$ cat src/rtl/uart_tx_fifo.sv
// -----------------------------------------------------------------------------
// uart_tx_fifo
//   UART transmitter with an input FIFO. Words pushed with a valid/ready
//   handshake are queued, then sent one frame each:
//   start(0), DW data bits, optional parity, stop bits (1), optional idle gap (1).
//   Frames for queued words follow each other with no idle cycle in between.
//
// Parameters
//   CLK_DIV     clk cycles per UART bit (>= 2)
//   DW          data bits per frame (5..9)
//   PARITY      0 = none, 1 = even (^data), 2 = odd (~^data)
//   MSB_FIRST   1 = bit DW-1 first, 0 = bit 0 first
//   STOP_BITS   stop bits, 1 or 2
//   IDLE_GAP    extra idle bit periods after the stop bits, 0..3
//   FIFO_DEPTH  FIFO entries, power of 2, >= 2
//
// Ports
//   clk       in   system clock, rising edge
//   rst       in   asynchronous active-high reset
//   tx_data   in   word to transmit
//   tx_vld    in   tx_data valid
//   tx_rdy    out  FIFO can accept (push on tx_vld & tx_rdy)
//   uart_tx   out  registered serial line, idle high
//   busy      out  frame in progress
//   fifo_cnt  out  current FIFO occupancy
// -----------------------------------------------------------------------------
module uart_tx_fifo #(
    parameter int CLK_DIV    = 868,
    parameter int DW         = 8,
    parameter int PARITY     = 1,
    parameter int MSB_FIRST  = 1,
    parameter int STOP_BITS  = 1,
    parameter int IDLE_GAP   = 1,
    parameter int FIFO_DEPTH = 8
) (
    input  logic                          clk,
    input  logic                          rst,
    input  logic [DW-1:0]                 tx_data,
    input  logic                          tx_vld,
    output logic                          tx_rdy,
    output logic                          uart_tx,
    output logic                          busy,
    output logic [$clog2(FIFO_DEPTH):0]   fifo_cnt
);

    localparam int AW = $clog2(FIFO_DEPTH);
    localparam int TW = $clog2(CLK_DIV);
    localparam int BW = 4;

    localparam logic [TW-1:0] TMR_LAST  = TW'(CLK_DIV - 1);
    localparam logic [BW-1:0] DATA_LAST = BW'(DW - 1);
    localparam logic [BW-1:0] STOP_LAST = BW'(STOP_BITS - 1);
    localparam logic [BW-1:0] GAP_LAST  = BW'(IDLE_GAP - 1);
    localparam logic [AW:0]   CNT_FULL  = (AW + 1)'(FIFO_DEPTH);

    localparam logic [2:0] S_IDLE  = 3'd0;
    localparam logic [2:0] S_START = 3'd1;
    localparam logic [2:0] S_DATA  = 3'd2;
    localparam logic [2:0] S_PAR   = 3'd3;
    localparam logic [2:0] S_STOP  = 3'd4;
    localparam logic [2:0] S_GAP   = 3'd5;

    // FIFO storage and bookkeeping
    logic [DW-1:0] r_mem [FIFO_DEPTH];
    logic [AW-1:0] r_wr_ptr;
    logic [AW-1:0] r_rd_ptr;
    logic [AW:0]   r_cnt;

    // Transmit FSM state
    logic [2:0]    r_state;
    logic [TW-1:0] r_tmr;
    logic [BW-1:0] r_bit_cnt;
    logic [DW-1:0] r_shift;
    logic          r_par;
    logic          r_tx;

    logic          w_push;
    logic          w_pop;
    logic          w_empty;
    logic          w_tc;
    logic          w_frame_end;
    logic [DW-1:0] w_head;
    logic          w_head_par;
    logic          w_out_bit;
    logic [DW-1:0] w_shift_next;

    assign tx_rdy   = (r_cnt != CNT_FULL);
    assign fifo_cnt = r_cnt;
    assign uart_tx  = r_tx;
    assign busy     = (r_state != S_IDLE);

    assign w_push  = tx_vld & tx_rdy;
    assign w_empty = (r_cnt == '0);
    assign w_tc    = (r_tmr == TMR_LAST);
    assign w_head  = r_mem[r_rd_ptr];

    assign w_head_par = (PARITY == 2) ? ~^w_head : ^w_head;

    // Last timer tick of the frame's final high period (stop or gap).
    assign w_frame_end = w_tc &&
        (((r_state == S_STOP) && (r_bit_cnt == STOP_LAST) && (IDLE_GAP == 0)) ||
         ((r_state == S_GAP)  && (r_bit_cnt == GAP_LAST)));

    // Pop from idle, or directly at frame end so queued frames abut.
    assign w_pop = !w_empty && ((r_state == S_IDLE) || w_frame_end);

    // Next data bit always sits at the head of the shift register.
    assign w_out_bit    = (MSB_FIRST != 0) ? r_shift[DW-1] : r_shift[0];
    assign w_shift_next = (MSB_FIRST != 0) ? {r_shift[DW-2:0], 1'b0}
                                           : {1'b0, r_shift[DW-1:1]};

    // NOTE: storage array has no reset; only pointers and count define validity.
    always_ff @(posedge clk) begin
        if (w_push) begin
            r_mem[r_wr_ptr] <= tx_data;
        end
    end

    // NOTE: sequential state uses non-blocking assignments so every register
    // samples pre-edge values regardless of statement order.
    always_ff @(posedge clk or posedge rst) begin
        if (rst) begin
            r_wr_ptr <= '0;
            r_rd_ptr <= '0;
            r_cnt    <= '0;
        end else begin
            if (w_push) begin
                r_wr_ptr <= r_wr_ptr + AW'(1);
            end
            if (w_pop) begin
                r_rd_ptr <= r_rd_ptr + AW'(1);
            end
            case ({w_push, w_pop})
                2'b10:   r_cnt <= r_cnt + (AW + 1)'(1);
                2'b01:   r_cnt <= r_cnt - (AW + 1)'(1);
                default: r_cnt <= r_cnt;
            endcase
        end
    end

    always_ff @(posedge clk or posedge rst) begin
        if (rst) begin
            r_state   <= S_IDLE;
            r_tmr     <= '0;
            r_bit_cnt <= '0;
            r_shift   <= '0;
            r_par     <= 1'b0;
            r_tx      <= 1'b1;
        end else begin
            if (r_state != S_IDLE) begin
                if (!w_tc) begin
                    r_tmr <= r_tmr + TW'(1);
                end else begin
                    r_tmr <= '0;
                    case (r_state)
                        S_START: begin
                            r_state   <= S_DATA;
                            r_bit_cnt <= '0;
                            r_tx      <= w_out_bit;
                            r_shift   <= w_shift_next;
                        end
                        S_DATA: begin
                            if (r_bit_cnt != DATA_LAST) begin
                                r_bit_cnt <= r_bit_cnt + BW'(1);
                                r_tx      <= w_out_bit;
                                r_shift   <= w_shift_next;
                            end else if (PARITY != 0) begin
                                r_state <= S_PAR;
                                r_tx    <= r_par;
                            end else begin
                                r_state   <= S_STOP;
                                r_bit_cnt <= '0;
                                r_tx      <= 1'b1;
                            end
                        end
                        S_PAR: begin
                            r_state   <= S_STOP;
                            r_bit_cnt <= '0;
                            r_tx      <= 1'b1;
                        end
                        S_STOP: begin
                            if (r_bit_cnt != STOP_LAST) begin
                                r_bit_cnt <= r_bit_cnt + BW'(1);
                            end else if (IDLE_GAP != 0) begin
                                r_state   <= S_GAP;
                                r_bit_cnt <= '0;
                            end else begin
                                r_state <= S_IDLE;
                            end
                        end
                        S_GAP: begin
                            if (r_bit_cnt != GAP_LAST) begin
                                r_bit_cnt <= r_bit_cnt + BW'(1);
                            end else begin
                                r_state <= S_IDLE;
                            end
                        end
                        default: begin
                            r_state <= S_IDLE;
                            r_tx    <= 1'b1;
                        end
                    endcase
                end
            end

            // NOTE: a later non-blocking assignment to the same register wins,
            // so a pop here overrides the frame-end return to IDLE above.
            if (w_pop) begin
                r_state <= S_START;
                r_tmr   <= '0;
                r_shift <= w_head;
                r_par   <= w_head_par;
                r_tx    <= 1'b0;
            end
        end
    end

endmodule

$ cat config.mk
export PLATFORM = sky130hd
export DESIGN_NAME = uart_tx_fifo
export DESIGN_NICKNAME = d
export VERILOG_FILES = /design/src/rtl/uart_tx_fifo.sv
export SDC_FILE = /design/constraint.sdc
export NUM_CORES = 1
export LEC_CHECK = 0
export BUFFER_PORTS_ARGS = -buffer_cell sky130_fd_sc_hd__buf_2
export CAP_MARGIN = 20
export CORE_AREA = 2 2 95 97
export DETAILED_ROUTE_END_ITERATION = 8
export DIE_AREA = 0 0 97 99
export PLACE_DENSITY = 0.7
export SYNTH_ARGS = -nofsm -noshare
export SYNTH_HDL_FRONTEND = slang
export SYNTH_SLANG_ARGS = --single-unit
$ cat constraint.sdc
create_clock -name clk -period 8.9 [get_ports clk]
set_input_delay 0.445 -clock clk [delete_from_list [all_inputs] [get_ports clk]]
set_output_delay 0.445 -clock clk [all_outputs]
set_load 0.005 [all_outputs]
Yosys cells after proc, flatten, opt, wreduce, memory -nomap -nowiden --
Memories as Yosys holds them, arrays and structs flattened. Index checks and enable logic that the tools add are counted.
Word-level totals: flip-flop bits (word level) 37, memory bits (writable) 64, input port bits 11, output and inout bits 7, memories kept 1
Memories:
- r_mem | depth 8, bits a word 8, rd ports 1, clocked after memory_dff 0, write ports 1, RTL line 64 | logic [DW-1:0] r_mem [FIFO_DEPTH];
Cells by class: add/sub/neg operators 6, eq/ne operators 17, muxes and demuxes 27, bitwise logic cells 1, reductions and logical operators 22
Operators by type and width (count):
- two-way mux 8 bit | 4
- two-way mux 10 bit | 3
- two-way mux 3 bit | 6
- case mux 4 bit (4 select lines) | 1
- case mux 8 bit (2 select lines) | 1
- case mux 3 bit (5 select lines) | 1
- two-way mux 4 bit | 3
- != test 3 bit (second input constant) | 4
- adder 10 x 1 -> 10 bit (second input constant) | 1
- equality test 10 bit (second input constant) | 1
- AND reduction 5 bit | 2
- adder 4 x 1 -> 4 bit (second input constant) | 2
- logical NOT 4 bit | 2
- case mux 4 bit (2 select lines) | 1
- nonzero test 4 bit | 2
- XOR reduction 8 bit | 1
- adder 3 x 1 -> 3 bit (second input constant) | 2
- equality test 3 x 2 -> 1 bit (second input constant) | 2
- equality test 3 bit (second input constant) | 2
- two-way mux 1 bit | 6
- nonzero test 2 bit | 3
- nonzero test 3 bit | 2
- != test 2 x 1 -> 1 bit (second input constant) | 2
- != test 4 x 3 -> 1 bit (second input constant) | 1
- 15 further kinds | 18

Logic depth before layout (Yosys ltp) --
depth after elaboration 7, gate-level depth with buffers 15, depth with buffers taken out 14

Least setup slack after synthesis --
No wires, ideal clock.
path type register to register, start point register r_bit_cnt[0], end point register r_cnt[2], in the netlist fifo_cnt[2], setup time 0.128 ns, arrival 2.771 ns, required time 8.772 ns, slack 6.002 ns, cell stages (with the launch flop) 16, period minus slack after synthesis 2.898 ns, cells stage by stage dfrtp_1 -> inv_1 -> ha_1 -> nor3b_1 -> and3_1 -> a21oi_1 -> or3_1 -> buf_4 -> clkinv_4 -> ha_1 -> xor2_1 -> ha_1 -> a21oi_1 -> xor2_1 -> nor2_1 -> xor2_1
Between the ends: longest elaborated chain between the ends 7
Ends and longest elaborated chain:
- start, declared | RTL line 72 | logic [BW-1:0] r_bit_cnt;
- start signal, assigned | RTL line 164 | r_bit_cnt <= r_bit_cnt + BW'(1);
- start signal, assigned | RTL line 183 | r_bit_cnt <= r_bit_cnt + BW'(1);
- start signal, assigned | RTL line 193 | r_bit_cnt <= r_bit_cnt + BW'(1);
- logical NOT 4 bit * | RTL line 102 | ((r_state == S_GAP) && (r_bit_cnt == GAP_LAST)));
- logical AND 1 bit * | RTL line 102
- logical AND 1 bit * | RTL line 100 | assign w_frame_end = w_tc &&
- logical OR 1 bit * | RTL line 105 | assign w_pop = !w_empty && ((r_state == S_IDLE) || w_frame_end);
- logical AND 1 bit * | RTL line 105
- equality test 2 x 1 -> 1 bit / equality test 2 bit (equally long branches) | RTL line 133 | case ({w_push, w_pop})
- case mux 4 bit (2 select lines) / nonzero test 2 bit (equally long branches)
- end signal, assigned | RTL line 134 | 2'b10: r_cnt <= r_cnt + (AW + 1)'(1);
- end signal, assigned | RTL line 135 | 2'b01: r_cnt <= r_cnt - (AW + 1)'(1);
- end signal, assigned | RTL line 136 | default: r_cnt <= r_cnt;
- end, declared | RTL line 67 | logic [AW:0] r_cnt;
Mark *: on every way between the ends. The rest lies on a longest branch, timed or not. A chain may end at the register's enable or synchronous reset.

Final worst setup path --
Same ends and word-level chain as after synthesis.

==> results.toml <==
[sta]
hold_viol = 0
slew_headroom_pct = 31.67
skew_ns = 0.01374
tightest_slew_ns = 1.025
fin_crit_ns = 3.278
fin_tns_setup_ns = 0
setup-violations-final = 0
grt_setup_unrepaired = "no"
timing.final.crit_share_pct = 36.83
timing_max_transition_violations_final = 0
fmax_ghz = 0.3051

[setup_path]
worst_ep_arrival_time_ns = 3.54
crit_path_start_kind = "flip-flop"
cp.required_ns = 9.16
end_kind = "flip-flop"
path_class = "flip-flop to flip-flop"
cp_max_fo = 11

[status]
outcome = "complete, no violations"

[synth]
synth_fa_ha_area_share_pct = 2.193
synth_edf_count = 64
synth_top_family_by_area = "multiplexers"
syn_inst = 309
synthFlopType = "edfxtp_1"
syn_nets = 328
synth_mux_area_share_pct = 14.99
syn_avg_cell_area_um2 = 14.77
synth_compound_area_share_pct = 4.934
yosys.area_share.xor_xnor_pct = 3.920
synthArstFlopShare_pct = 36.63
ys_ff_latch = 101
synth-simple-area-share_pct = 9.238
synth-seq-area-share_pct = 62.42
yosys.cell_types.count = 48
synth_area_mm2 = 0.004564
yosysWarnings = 0

[pwr]
power_density_mw_per_mm2 = 314.5
p_sw_share_pct = 33.82
comb_power_share_pct = 35.7
netSwitchingPower_mw = 0.5242
intPower_mw = 1.026
leakage_nw = 1.825
power.share.clock_pct = 18.3
power_frac_seq_pct = 46.0
ir_drop_uv = 153.0

[finish]
multi_input_area_mm2 = 0.001620
final_common_cell = "edfxtp_1"
area_delta_synth_final_pct = 7.977
final_cell_mix = "edfxtp_1 (64), dfrtp_1 (36), nand2_1 (21), mux2_2 (20), nor2_1 (18)"
diodes = 0
fin_nets = 347
drive_gt1_share_pct = 21.02
num-fill-cells = 656
fin_area_mm2 = 0.004928
ff_latch_area_mm2 = 0.002849

[placement]
placed_cell_area_mm2 = 0.004736
gp_routability_congestion = 0.8312
dp_hpwl_um = 5105
io_buffers = 17

[route]
dr.pass1.iters = 4
ant_nets = 0
vias = 2508
viasPerCell = 5.687
wl_per_cell_um = 17.65
route.detailed.drc = 0
drt-total-wl_um = 7783
drt_iter0_drc = 53

[clocking]
clkSlewWorstSetupHoldPaths_ns = 0.11
cts-htree-levels = 3
clock_latency_ns = 0.37
clock-root-buffer = "clkbuf_8"
cts_resized = 0
post_cts_buffers = 0
ctsLongestPathBuffers = 2
cts_tree = "built"
cts_buffers = 9
clock_sinks = 101
holdBufCountCts = 0

[floorplan]
die_h_um = 99
die_width_um = 97
core_area_mm2 = 0.008551
die_area_mm2 = 0.009603
io_pins = 18
start_util_pct = 53.38
num_rows = 34

[min_path]
hold_path.class = "input pin to async pin"

[global_route]
overflow = 0
track_usage_pct = 17.24
antenna_found_initial = 0
grt_pass1_wl_um = 12700
grt_max_degree = 38
grt_pass1_vias = 2508

[flow_run]
cap_viol_max_count = 0
critical path: stages, from the launching register on:
cell,delay [ns]
dfrtp_1,0.43
inv_1,0.07
ha_1,0.14
nor3b_1,0.51
and3_1,0.25
a21oi_1,0.06
or3_1,0.49
clkinv_4,0.16
ha_1,0.27
xor2_1,0.09
ha_1,0.19
a21oi_1,0.14
xor2_1,0.15
nor2_1,0.06
xor2_1,0.14
cell usage after synthesis (all sizes together), types with 4 or more instances:
cell	n	area share, %
edfxtp	64	42
dfrtp	36	20
mux2	22	5.4
nand2	21	1.7
nor2	18	1.5
o21ai	17	1.9
mux4	16	8.5
a21oi	10	1.2
xor2	9	1.7
ha	8	2.2
inv	8	0.66
xnor2	8	1.7
nor3	7	0.77
nand2b	6	0.82
nand4	6	0.82
buf	5	1.0
clkbuf	5	0.41
mux2i	5	1.1
or3	5	0.69
o31ai	4	0.66
sequential cells by signal, summed over array words and instances (netlist names):
| name | flops |
|---|---|
| fifo_cnt | 4 |
| r_bit_cnt | 4 |
| r_mem | 64 |
| r_par | 1 |
| r_rd_ptr | 3 |
| r_shift | 8 |
| r_state | 3 |
| r_tmr | 10 |
| r_wr_ptr | 3 |
| uart_tx | 1 |
logic make-up after synthesis:
kind of cell,Yosys count
AO/OA/AOI/OAI,39
flip-flops,101
XOR/XNOR,18
AND/OR/NAND/NOR,81
adder cells (fa/ha/maj),8
buffers and inverters,19
multiplexers,43
worst paths after layout:
kind / start / to / slack [ns] / cells after the start
worst max-delay path: r_bit_cnt[0]$_DFFE_PP0P_ / fifo_cnt[2]$_DFFE_PP0P_ / 5.62 / 14
max in group asynchronous: rst / uart_tx$_DFFE_PP1P_ / 8.38 / 3
min in group clk: tx_data[1] / r_mem[6][1]$_DFFE_PP_ / 0.33 / 1
worst min register to register: r_par$_DFFE_PP0N_ / r_par$_DFFE_PP0N_ / 0.50 / 2
worst min-delay path: rst / r_wr_ptr[0]$_DFFE_PP0P_ / 0.16 / 3
worst max register to register: r_bit_cnt[0]$_DFFE_PP0P_ / fifo_cnt[2]$_DFFE_PP0P_ / 5.62 / 14
routing by layer:
metal  wire, µm  up-vias  global-route usage, %
met5          0        -                      0
met4         85        0                  3.900
met3        215       10                  4.326
met2       4082       28                  30.50
met1       3399     1261                  21.63
li1           -     1209                      -
cell type report:
| class | instances | share of cell area [%] |
|---|---|---|
| sequential | 101 | 57.81 |
| multi-input combinational | 189 | 32.88 |
| tap | 108 | 2.742 |
| clock buffer | 9 | 2.513 |
| timing repair buffer | 18 | 1.879 |
| clock inverter | 7 | 1.396 |
| inverter | 9 | 0.7870 |
metrics by stage:
step / std cells / utilization, % / setup slack [ns] / hold slack [ns] / total power, mW
finish: 441 / 57.64 / 5.622 / 0.1621 / 1.550
CTS: 441 / 57.64 / 5.620 / 0.1738 / 1.568
global placement: 425 / 55.38 / 5.787 / 0.4802 / 1.274
floorplan: 309 / - / 6.002 / 0.4549 / 1.171
detailed placement: 425 / 55.38 / 5.651 / 0.4880 / 1.285
global route: 441 / 57.64 / 5.368 / 0.2003 / 1.648
power groups by stage:
stage          Sequential (mW)  Combinational (mW)  Clock [mW]
6_report                 0.714               0.553       0.283
5_1_grt                  0.730               0.608       0.309
4_1_cts                  0.716               0.563       0.289
3_5_place_dp             0.726               0.559           0
3_3_place_gp             0.721               0.553           0
2_1_floorplan            0.657               0.514           0
Power figures use the tool's default switching activity.
